==> config.mk <==
export PLATFORM = sky130hd
export DESIGN_NAME = pulse_sequencer
export DESIGN_NICKNAME = d
export VERILOG_FILES = /design/src/rtl/pulse_seq_pkg.sv /design/src/rtl/trig_sync_edge.sv /design/src/rtl/pulse_sequencer.sv
export SDC_FILE = /design/constraint.sdc
export NUM_CORES = 2
export LEC_CHECK = 0
export CAP_MARGIN = 15
export CORE_MARGIN = 1.5
export CORE_UTILIZATION = 46
export CTS_CLUSTER_SIZE = 24
export DETAILED_ROUTE_END_ITERATION = 8
export GPL_TIMING_DRIVEN = 0
export PLACE_DENSITY_LB_ADDON = 0.1
export SYNTH_ARGS = -nofsm -noshare
export SYNTH_HDL_FRONTEND = slang
export SYNTH_SLANG_ARGS = --single-unit
export TNS_END_PERCENT = 30
==> constraint.sdc <==
create_clock -name clk_Pulse -period 33.1 [get_ports clk_Pulse]
set_input_delay 8.275 -clock clk_Pulse [delete_from_list [all_inputs] [get_ports clk_Pulse]]
set_output_delay 8.275 -clock clk_Pulse [all_outputs]
set_load 0.01 [all_outputs]
==> src/rtl/pulse_seq_pkg.sv <==
// rtl/pulse_seq_pkg.sv - shared types and address map for the pulse sequencer
package pulse_seq_pkg;

    localparam int CW_DEFAULT = 36;
    localparam int NCH_MAX    = 8;

    typedef enum logic [1:0] {
        ST_IDLE,
        ST_ARMED,
        ST_RUN,
        ST_HOLDOFF
    } seq_state_t;

    function automatic logic [3:0] ADDR_DELAY(input int ch);
        return 4'(2 * ch);
    endfunction

    function automatic logic [3:0] ADDR_DUR(input int ch);
        return 4'(2 * ch + 1);
    endfunction

endpackage

==> src/rtl/trig_sync_edge.sv <==
// rtl/trig_sync_edge.sv - two-flop synchronizer and rising-edge detect for the external trigger
module trig_sync_edge (
    input  logic i_clk,
    input  logic i_rst,
    input  logic i_async,
    output logic o_rise
);

    logic r_meta;
    logic r_sync;
    logic r_prev;

    always_ff @(posedge i_clk) begin
        if (i_rst) begin
            r_meta <= 1'b0;
            r_sync <= 1'b0;
            r_prev <= 1'b0;
        end else begin
            r_meta <= i_async;
            r_sync <= r_meta;
            r_prev <= r_sync;
        end
    end

    // Combinational so the FSM consumes the edge one cycle after r_sync rises.
    assign o_rise = r_sync & ~r_prev;

endmodule

==> src/rtl/pulse_sequencer.sv <==
// rtl/pulse_sequencer.sv - frame-based multi-channel delay/duration pulse generator
module pulse_sequencer
    import pulse_seq_pkg::*;
#(
    parameter int NCH     = 4,
    parameter int CW      = CW_DEFAULT,
    parameter int HOLDOFF = 16
) (
    input  logic           clk_Pulse,
    input  logic           rst,
    input  logic           arm,
    input  logic           mode_ext,
    input  logic           ext_trig,
    input  logic [CW-1:0]  period,
    input  logic           cfg_we,
    input  logic [3:0]     cfg_addr,
    input  logic [CW-1:0]  cfg_data,
    output logic [NCH-1:0] ch_out,
    output logic [NCH-1:0] ch_launch,
    output logic           busy,
    output logic           frame_done,
    output logic           trig_miss,
    output logic           cfg_err
);

    localparam int HW = $clog2(HOLDOFF + 1);

    seq_state_t    r_state;
    logic [CW-1:0] r_delay [NCH];
    logic [CW-1:0] r_dur   [NCH];
    logic [CW-1:0] r_per_cnt;
    logic [CW:0]   r_cnt;
    logic [HW-1:0] r_hold;
    logic          r_frame_done;
    logic          r_trig_miss;
    logic          r_cfg_err;

    logic           w_ext_rise;
    logic           w_per_en;
    logic           w_int_trig;
    logic           w_trig;
    logic           w_cfg_open;
    logic           w_addr_ok;
    logic           w_run;
    logic           w_frame_end;
    logic [CW:0]    w_end [NCH];
    logic [CW:0]    w_max_end;
    logic [NCH-1:0] w_on;
    logic [NCH-1:0] w_out;
    logic [NCH-1:0] w_launch;

    trig_sync_edge u_sync (
        .i_clk   (clk_Pulse),
        .i_rst   (rst),
        .i_async (ext_trig),
        .o_rise  (w_ext_rise)
    );

    assign w_cfg_open = (r_state == ST_IDLE) || (r_state == ST_ARMED);
    assign w_addr_ok  = ({1'b0, cfg_addr} < 5'(2 * NCH));

    always_ff @(posedge clk_Pulse) begin
        if (rst) begin
            for (int i = 0; i < NCH; i++) begin
                r_delay[i] <= '0;
                r_dur[i]   <= '0;
            end
            r_cfg_err <= 1'b0;
        end else begin
            r_cfg_err <= cfg_we && !(w_cfg_open && w_addr_ok);
            if (cfg_we && w_cfg_open && w_addr_ok) begin
                for (int i = 0; i < NCH; i++) begin
                    if (cfg_addr == ADDR_DELAY(i)) r_delay[i] <= cfg_data;
                    if (cfg_addr == ADDR_DUR(i))   r_dur[i]   <= cfg_data;
                end
            end
        end
    end

    // The period timer free-runs across frames so a short period never slips phase.
    assign w_per_en   = (r_state != ST_IDLE) && !mode_ext && (period != '0);
    assign w_int_trig = w_per_en && (r_per_cnt == period - CW'(1));
    assign w_trig     = mode_ext ? w_ext_rise : w_int_trig;

    always_ff @(posedge clk_Pulse) begin
        if (rst || !w_per_en) begin
            r_per_cnt <= '0;
        end else if (w_int_trig) begin
            r_per_cnt <= '0;
        end else begin
            r_per_cnt <= r_per_cnt + 1'b1;
        end
    end

    always_comb begin
        w_max_end = '0;
        for (int i = 0; i < NCH; i++) begin
            if (r_dur[i] != '0 && w_end[i] > w_max_end) w_max_end = w_end[i];
        end
    end

    assign w_frame_end = (r_cnt >= w_max_end);

    always_ff @(posedge clk_Pulse) begin
        if (rst) begin
            r_state      <= ST_IDLE;
            r_cnt        <= '0;
            r_hold       <= '0;
            r_frame_done <= 1'b0;
            r_trig_miss  <= 1'b0;
        end else begin
            r_frame_done <= 1'b0;
            r_trig_miss  <= 1'b0;
            if (!arm) begin
                r_state <= ST_IDLE;
                r_cnt   <= '0;
                r_hold  <= '0;
            end else begin
                case (r_state)
                    ST_IDLE: r_state <= ST_ARMED;
                    ST_ARMED: begin
                        if (w_trig) begin
                            r_state <= ST_RUN;
                            r_cnt   <= '0;
                        end
                    end
                    ST_RUN: begin
                        r_trig_miss <= w_trig;
                        if (w_frame_end) begin
                            r_frame_done <= 1'b1;
                            r_state      <= ST_HOLDOFF;
                            r_hold       <= '0;
                        end else begin
                            r_cnt <= r_cnt + 1'b1;
                        end
                    end
                    ST_HOLDOFF: begin
                        r_trig_miss <= w_trig;
                        if (r_hold == HW'(HOLDOFF - 1)) r_state <= ST_ARMED;
                        else                            r_hold  <= r_hold + 1'b1;
                    end
                    default: r_state <= ST_IDLE;
                endcase
            end
        end
    end

    assign w_run = (r_state == ST_RUN) && arm;

    for (genvar g = 0; g < NCH; g++) begin : g_ch
        logic r_out;
        logic r_launch;

        assign w_end[g] = {1'b0, r_delay[g]} + {1'b0, r_dur[g]};
        assign w_on[g]  = (r_dur[g] != '0) && (r_cnt >= {1'b0, r_delay[g]}) && (r_cnt < w_end[g]);

        // Launch is registered alongside the falling output so the last one lines up with frame_done.
        always_ff @(posedge clk_Pulse) begin
            if (rst || !w_run) begin
                r_out    <= 1'b0;
                r_launch <= 1'b0;
            end else begin
                r_out    <= w_on[g];
                r_launch <= r_out & ~w_on[g];
            end
        end

        assign w_out[g]    = r_out;
        assign w_launch[g] = r_launch;
    end

    assign ch_out     = w_out;
    assign ch_launch  = w_launch;
    assign busy       = (r_state == ST_RUN) || (r_state == ST_HOLDOFF);
    assign frame_done = r_frame_done;
    assign trig_miss  = r_trig_miss;
    assign cfg_err    = r_cfg_err;

endmodule

# [Yosys cells after proc, flatten, opt, wreduce, memory -nomap -nowiden]
# Memories as Yosys holds them, arrays and structs flattened.
# Index checks and enable logic that the tools add are counted.
[totals] n_memories=2 output_inout_bits=12 word_cells=184 ramBits=288 regBits=94
[classes] add_sub_neg=8 mux=58 reduce_logical=46 bitwise_logic=21 magnitude_cmp=14 n_eq_ne=17
[mem_list] name="r_delay" words=4 word_bits=36 read_ports=4 rd_ports_with_merged_regs=0 wr=4 line_no="pulse_sequencer.sv:29" text="logic [CW-1:0] r_delay [NCH];"
[mem_list] name="r_dur" words=4 word_bits=36 read_ports=4 rd_ports_with_merged_regs=0 wr=4 line_no="pulse_sequencer.sv:30" text="logic [CW-1:0] r_dur [NCH];"
[ops] cell="$mux 36" count=8
[ops] cell="$mux 37" count=6
[ops] cell="$reduce_bool 36->1" count=5
[ops] cell="$add 36x36->37" count=4
[ops] cell="$ge 37x36->1" count=4
[ops] cell="$lt 37x37->1" count=4
[ops] cell="$gt 37x37->1" count=3
[ops] cell="$pmux 37 s2" count=1
[ops] cell="$add 37x1->37 const B" count=1
[ops] cell="$ge 37x37->1" count=1
[ops] cell="$gt 37x1->1 const B" count=1
[ops] cell="$add 36x1->36 const B" count=1
[ops] cell="$eq 36x36->1" count=1
[ops] cell="$mux 1" count=36
[ops] cell="$sub 36x1->36 const B" count=1
[ops] cell="$logic_and 1x1->1" count=20
[ops] cell="$eq 4x3->1 const B" count=4
[ops] cell="$mux 5" count=2
[ops] cell="$ne 2x2->1 const B" count=5
[ops] cell="$pmux 5 s2" count=1
[ops] cell="$reduce_and 3->1" count=3
[ops] cell="$eq 4x2->1 const B" count=2
[ops] cell="$not 1->1" count=8
[ops] cell="$or 1x1->1" count=8
[ops] cell="other kinds (16)" count=34

# [Logic depth before layout (Yosys ltp)]
[depth] word_depth=16 depth_mapped=60

# [Modules after synthesis]
# Synthesis repeated with hierarchy kept, for this count alone.
[hier_totals] hier_cells=3937 area_unflattened_um2=35622.9
[modules_own_cells] module="pulse_sequencer" instances=1 cells_each=3930 area_per_inst_um2=35535.3 seq_area_each_um2=10470.0
[modules_own_cells] module="trig_sync_edge" instances=1 cells_each=7 area_per_inst_um2=87.6 seq_area_each_um2=60.1

# [Worst setup path after synthesis]
# No wires, ideal clock.
[synth_timing] path_type="reg2reg" from="memory r_dur[1][0] (netlist bit)" to="register r_cnt[10]" path_slack_ns=20.654 arrival_ns=12.376 t_required_ns=33.030 stages_incl_launch_ff=57 period_less_slack_ns=12.446 path_cell_list="edfxtp_1 > ha_1 > fa_1 > a21o_1 > a2111oi_0 > o21bai_1 > a21oi_1 > nor4_1 > a211oi_1 > o21bai_1 > xnor2_1 > inv_1 > ha_1 > nand4_1 > or2_2 > nor4_1 > o21ai_0 > a41oi_1 > [21 not listed] > o2111a_1 > a2111oi_0 > a31oi_1 > clkinv_1 > buf_1 > mux2_2 > ha_1 > a21o_1 > a21o_1 > a21o_1 > a221oi_1 > a2bb2oi_1 > a311o_1 > a211o_2 > o211ai_4 > buf_6 > or4_1 > a21oi_1"
[synth_lines] element="from (decl)" line_no="pulse_sequencer.sv:30"
[synth_lines] element="to (signal assigned)" line_no="pulse_sequencer.sv:134" text="r_cnt <= r_cnt + 1'b1;"
[synth_lines] element="to (decl)" line_no="pulse_sequencer.sv:32" text="logic [CW:0] r_cnt;"

==> results.md <==
- The effective utilization at floorplan is 46.53%.
- The clock net in this run drives a total of 382 sinks.
- For this design the static power due to leakage is 0.01830 uW.
- The clock passes through at most 3 buffers.
- The minimum clock period is between 15 and 20 ns.
- In this run the number of H-tree levels came out at 2.
- The estimated wirelength of the detail-placed design is about 98000 um.
- The maximum achievable frequency is between 50 and 60 MHz.
- The last weighted congestion value of the routability-driven placer is about 0.96.
- Across the VDD grid, the largest voltage drop is around 0.039 mV.
- The critical path in this run is classified as reg -> reg.
- The worst setup path is launched from a flip-flop.
- The aggregate global routing overflow is 0.
- After filler insertion, the fill cell instance count of the layout stands at between 7k and 8k.
- Each instance of the synthesized netlist takes up on average 8.979 um2.
- Data arrives at the worst endpoint at 19.43 ns.
- The gate family responsible for the most delay along the worst path is buffers and inverters.
- The final standard cell utilization of the core is 51.99%.
- The flow ran to the end, and the final reports show no timing, DRC or antenna violations.
- The largest clock skew in the final design is 0.01982 ns.
- Yosys printed 0 warnings.
- After the first detailed-routing iteration, the DRC count stood at between 2k and 3k.
- The final antenna-violating net count is 0.
- The final route contains 30.62k vias.
- STA classifies the critical path endpoint as a flip-flop.
- The number of storage elements in the synthesis netlist is 382.
- Pin placement for this block handled 94 I/O pins.
- For the worst setup path, the data required time is around 34 ns.
- The cell depth of the worst min-delay path is 2.
- The die is between 200 and 300 um tall.
- The clock tree from TritonCTS is built.
- The total routing resource utilization after global routing is between 20 and 30%.
- After clock tree synthesis, the clock-pin slew on the worst setup and hold paths is about 0.060 ns.
- The critical-path maximum fanout is 10.
- The first-pass GRT wire length is approximately 180000 um.
- The final count of pins violating max slew is 0.
- The proportion of layout cells with a drive suffix above 1 is between 4 and 5%.
- Setup violations remaining at the end of the flow were counted as 0.
- The maximum number of pins on one net before global-route repair is 32.
- Setup repair after global routing left no endpoint under its margin.
- Synthesis produced between 4k and 5k cells.
- Dividing the detail-routed wire length by the instance count gives ~23 um.
- The area of the die is roughly 80000 um2.
- The total standard cell area after synthesis is 36100 um2.
- The maximum single-stage delay on the critical path is around 1.1 ns.
- The overall die width is 283.2 um.
- Together, buffers and inverters on the worst path number 14.
- The number of buffers added by the clock tree synthesis step is 49.
- Buffers added to address setup during post-CTS repair amount to 0.
- The via count of the first global-routing pass was around 29k.
- Synthesis instantiated between 80 and 90 different standard cells from the library.
- The max-cap check violation count is 0.
- The part of the cycle the worst path needs is 57.28%.
- The root cell of the clock tree is sky130_fd_sc_hd__clkbuf_16.
- The slowest stage of the critical path belongs to the cell sky130_fd_sc_hd__nor4_1.
- The number of nets in the finished design is a little under 5k.
- The most used flip-flop cell after synthesis is sky130_fd_sc_hd__edfxtp_1.
- The initial antenna violation count is 3.
- The number of nets in the synthesized netlist is around 4.7k.
- For this run, design rule violations remaining after detail routing come to 0.
- The pre-antenna-repair detailed-routing pass consisted of 6 iterations.
- The cell count after placement is roughly 5.2k.
- Clock latency on the worst-skew pair, taken at its later pin, is a little over 0.6 ns.
- The sequential share of the synthesized area is roughly 30%.
- Counting buffers and inverters, the worst setup path is 54 cells deep.
- The share of synthesized flip-flops with an asynchronous set or reset is 0%.
- The count of non-filler cells in the finished layout is 5262.
- The setup TNS is 0 ns.
- The type of the tightest min-delay check is reg -> reg.
- The worst reg-to-reg path cell count is 54.
- The routed via count divided by cell count is roughly 5.8.
- The actual transition at the worst max-transition pin is about 1.4 ns.
- The quantity of hold-fixing buffers added after cts is 0.
- The number of placement rows is slightly above 100.
- The final-report hold violation count is 0.
- The core footprint is roughly 78000 um2.
- The post-cts resize count is 0.
- The tightest slew margin relative to the limit is around 3.8%.
- The count of input and output buffers is between 90 and 100.
- Yosys mapped a number of flops with a built-in enable equal to roughly 290.
- The final layout contains routed wiring with a total length of about 120000 um.
- Total power for the finished layout comes to 1747 uW.
- In this design, the critical path's most frequently occurring cell is sky130_fd_sc_hd__clkbuf_1.
- Compared with the post-synthesis result, the final layout area differs by 11.74%.
- The ratio of total power to cell area is between 40 and 50 nW/um2.
## routing by layer
metal	track usage (%)	routed length, um	vias to the layer above
met2	47.04	53670	936
met1	39.53	53570	14320
li1	-	-	15200
met3	4.074	7135	167
met4	10.29	4497	2
met5	0	10	-
## area by class of cell
class,instances,area (um2),share of cell area [%]
multi-input combinational,3194,23960,59.40
sequential,382,10530,26.10
clock buffer,60,1341,3.325
tap,1040,1301,3.226
inverter,339,1272,3.154
timing repair buffer,107,1130,2.801
buffer,106,444.2,1.101
clock inverter,32,355.3,0.8808
antenna,2,5.005,0.01241
## metrics by stage
| step | area [um2] | hold WS (ns) | worst slack (ns) |
|---|---|---|---|
| after floorplan | 36100 | 0.4124 | 20.65 |
| after global routing | 40340 | 0.4682 | 13.78 |
| after detailed placement | 38630 | 0.4324 | 15.05 |
| final | 40340 | 0.4387 | 14.14 |
| after global placement | 38340 | 0.4206 | 14.88 |
| after CTS | 40330 | 0.4429 | 14.95 |
## synth_stat cells, types with 8 or more instances
cell type | number | area share [%]
sky130_fd_sc_hd__a2111oi_0 | 15 | 0.36
sky130_fd_sc_hd__a211o_1 | 12 | 0.29
sky130_fd_sc_hd__a211oi_1 | 33 | 0.69
sky130_fd_sc_hd__a21o_1 | 184 | 3.8
sky130_fd_sc_hd__a21oi_1 | 265 | 3.7
sky130_fd_sc_hd__a31o_2 | 8 | 0.19
sky130_fd_sc_hd__a31oi_1 | 21 | 0.36
sky130_fd_sc_hd__and2_1 | 314 | 5.4
sky130_fd_sc_hd__and3_1 | 38 | 0.66
sky130_fd_sc_hd__and4_1 | 14 | 0.34
sky130_fd_sc_hd__buf_1 | 11 | 0.11
sky130_fd_sc_hd__buf_4 | 8 | 0.17
sky130_fd_sc_hd__clkbuf_1 | 84 | 0.87
sky130_fd_sc_hd__dfxtp_1 | 94 | 5.2
sky130_fd_sc_hd__edfxtp_1 | 288 | 24
sky130_fd_sc_hd__ha_1 | 589 | 20
sky130_fd_sc_hd__inv_1 | 338 | 3.5
sky130_fd_sc_hd__mux2_2 | 44 | 1.4
sky130_fd_sc_hd__mux2i_1 | 25 | 0.69
sky130_fd_sc_hd__nand2_1 | 191 | 2.0
sky130_fd_sc_hd__nand2b_1 | 67 | 1.2
sky130_fd_sc_hd__nand3_1 | 86 | 1.2
sky130_fd_sc_hd__nand4_1 | 121 | 2.1
sky130_fd_sc_hd__nor2_1 | 234 | 2.4
sky130_fd_sc_hd__nor2b_1 | 43 | 0.75
sky130_fd_sc_hd__nor3_1 | 67 | 0.93
sky130_fd_sc_hd__nor4_1 | 52 | 0.90
sky130_fd_sc_hd__o2111ai_1 | 8 | 0.19
sky130_fd_sc_hd__o211ai_1 | 35 | 0.73
sky130_fd_sc_hd__o21a_1 | 44 | 0.91
sky130_fd_sc_hd__o21ai_0 | 154 | 2.1
sky130_fd_sc_hd__o21bai_1 | 43 | 0.89
sky130_fd_sc_hd__o221ai_1 | 11 | 0.27
sky130_fd_sc_hd__o31ai_1 | 46 | 0.96
sky130_fd_sc_hd__o41ai_1 | 8 | 0.19
sky130_fd_sc_hd__or2_2 | 22 | 0.38
sky130_fd_sc_hd__or3_1 | 28 | 0.49
sky130_fd_sc_hd__or4_1 | 38 | 0.79
sky130_fd_sc_hd__xnor2_1 | 116 | 2.8
sky130_fd_sc_hd__xor2_1 | 86 | 2.1
## worst min-delay path: stages (launching register included)
cell,delay [ns]
sky130_fd_sc_hd__dfxtp_1,0.31
sky130_fd_sc_hd__nand2_1,0.05
sky130_fd_sc_hd__a21oi_1,0.04
## registers in the layout, summed over array words and instances (netlist names), 2 cells and up
signal and count:
g_ch.r_launch 4, g_ch.r_out 4, r_cnt 37, r_delay 144, r_dur 144, r_hold 5
r_per_cnt 36, r_state 2
## cell usage in the layout (no fill, tap or decap), types with 15 or more instances in the layout
master / netlist / layout
sky130_fd_sc_hd__a211oi_1: 33 / 33
sky130_fd_sc_hd__nor2_1: 234 / 234
sky130_fd_sc_hd__nand3_1: 86 / 86
sky130_fd_sc_hd__or2_2: 22 / 22
sky130_fd_sc_hd__inv_1: 338 / 338
sky130_fd_sc_hd__ha_1: 589 / 589
sky130_fd_sc_hd__dfxtp_1: 94 / 94
sky130_fd_sc_hd__nand4_1: 121 / 121
sky130_fd_sc_hd__a21oi_1: 265 / 265
sky130_fd_sc_hd__xnor2_1: 116 / 116
sky130_fd_sc_hd__nor4_1: 52 / 52
sky130_fd_sc_hd__o21a_1: 44 / 44
sky130_fd_sc_hd__xor2_1: 86 / 86
sky130_fd_sc_hd__clkbuf_1: 84 / 91
sky130_fd_sc_hd__clkbuf_16: 0 / 52
sky130_fd_sc_hd__a2111oi_0: 15 / 15
sky130_fd_sc_hd__nand2_1: 191 / 191
sky130_fd_sc_hd__o211ai_1: 35 / 35
sky130_fd_sc_hd__a21o_1: 184 / 184
sky130_fd_sc_hd__and3_1: 38 / 38
sky130_fd_sc_hd__nor3_1: 67 / 64
sky130_fd_sc_hd__clkdlybuf4s50_1: 0 / 93
sky130_fd_sc_hd__mux2i_1: 25 / 25
sky130_fd_sc_hd__o21bai_1: 43 / 35
sky130_fd_sc_hd__a31oi_1: 21 / 21
sky130_fd_sc_hd__and2_1: 314 / 314
sky130_fd_sc_hd__or3_1: 28 / 28
sky130_fd_sc_hd__o21ai_0: 154 / 154
sky130_fd_sc_hd__edfxtp_1: 288 / 288
sky130_fd_sc_hd__or4_1: 38 / 38
sky130_fd_sc_hd__o31ai_1: 46 / 46
sky130_fd_sc_hd__mux2_2: 44 / 44
sky130_fd_sc_hd__nor2b_1: 43 / 43
sky130_fd_sc_hd__nand2b_1: 67 / 67
## path summary, 6_finish.rpt
| kind | from | endpoint | slack (ns) |
|---|---|---|---|
| worst min register to register | g_ch[2].r_out | g_ch[2].r_launch | 0.44 |
| worst min-delay path | g_ch[2].r_out | g_ch[2].r_launch | 0.44 |
| worst max-delay path | r_dur[0][30] | r_cnt[4] | 14.14 |
| worst max register to register | r_dur[0][30] | r_cnt[4] | 14.14 |
## cells by family after synthesis
group | after synthesis | share of synthesized area, %
muxes | 69 | 2.066
xor gates and xnor gates | 202 | 4.900
AOI/OAI and AO/OA | 986 | 18.16
adders and majority gates | 593 | 20.63
DFF | 382 | 29.17
buffers and inverters | 445 | 4.755
and+or+nand+nor | 1344 | 20.32
## where the power goes
group          leakage, uW  internal (uW)  switching (uW)
Clock             0.000829            337             239
Combinational       0.0137            247             381
Sequential         0.00373            531            12.5
Power figures use the tool's default switching activity.
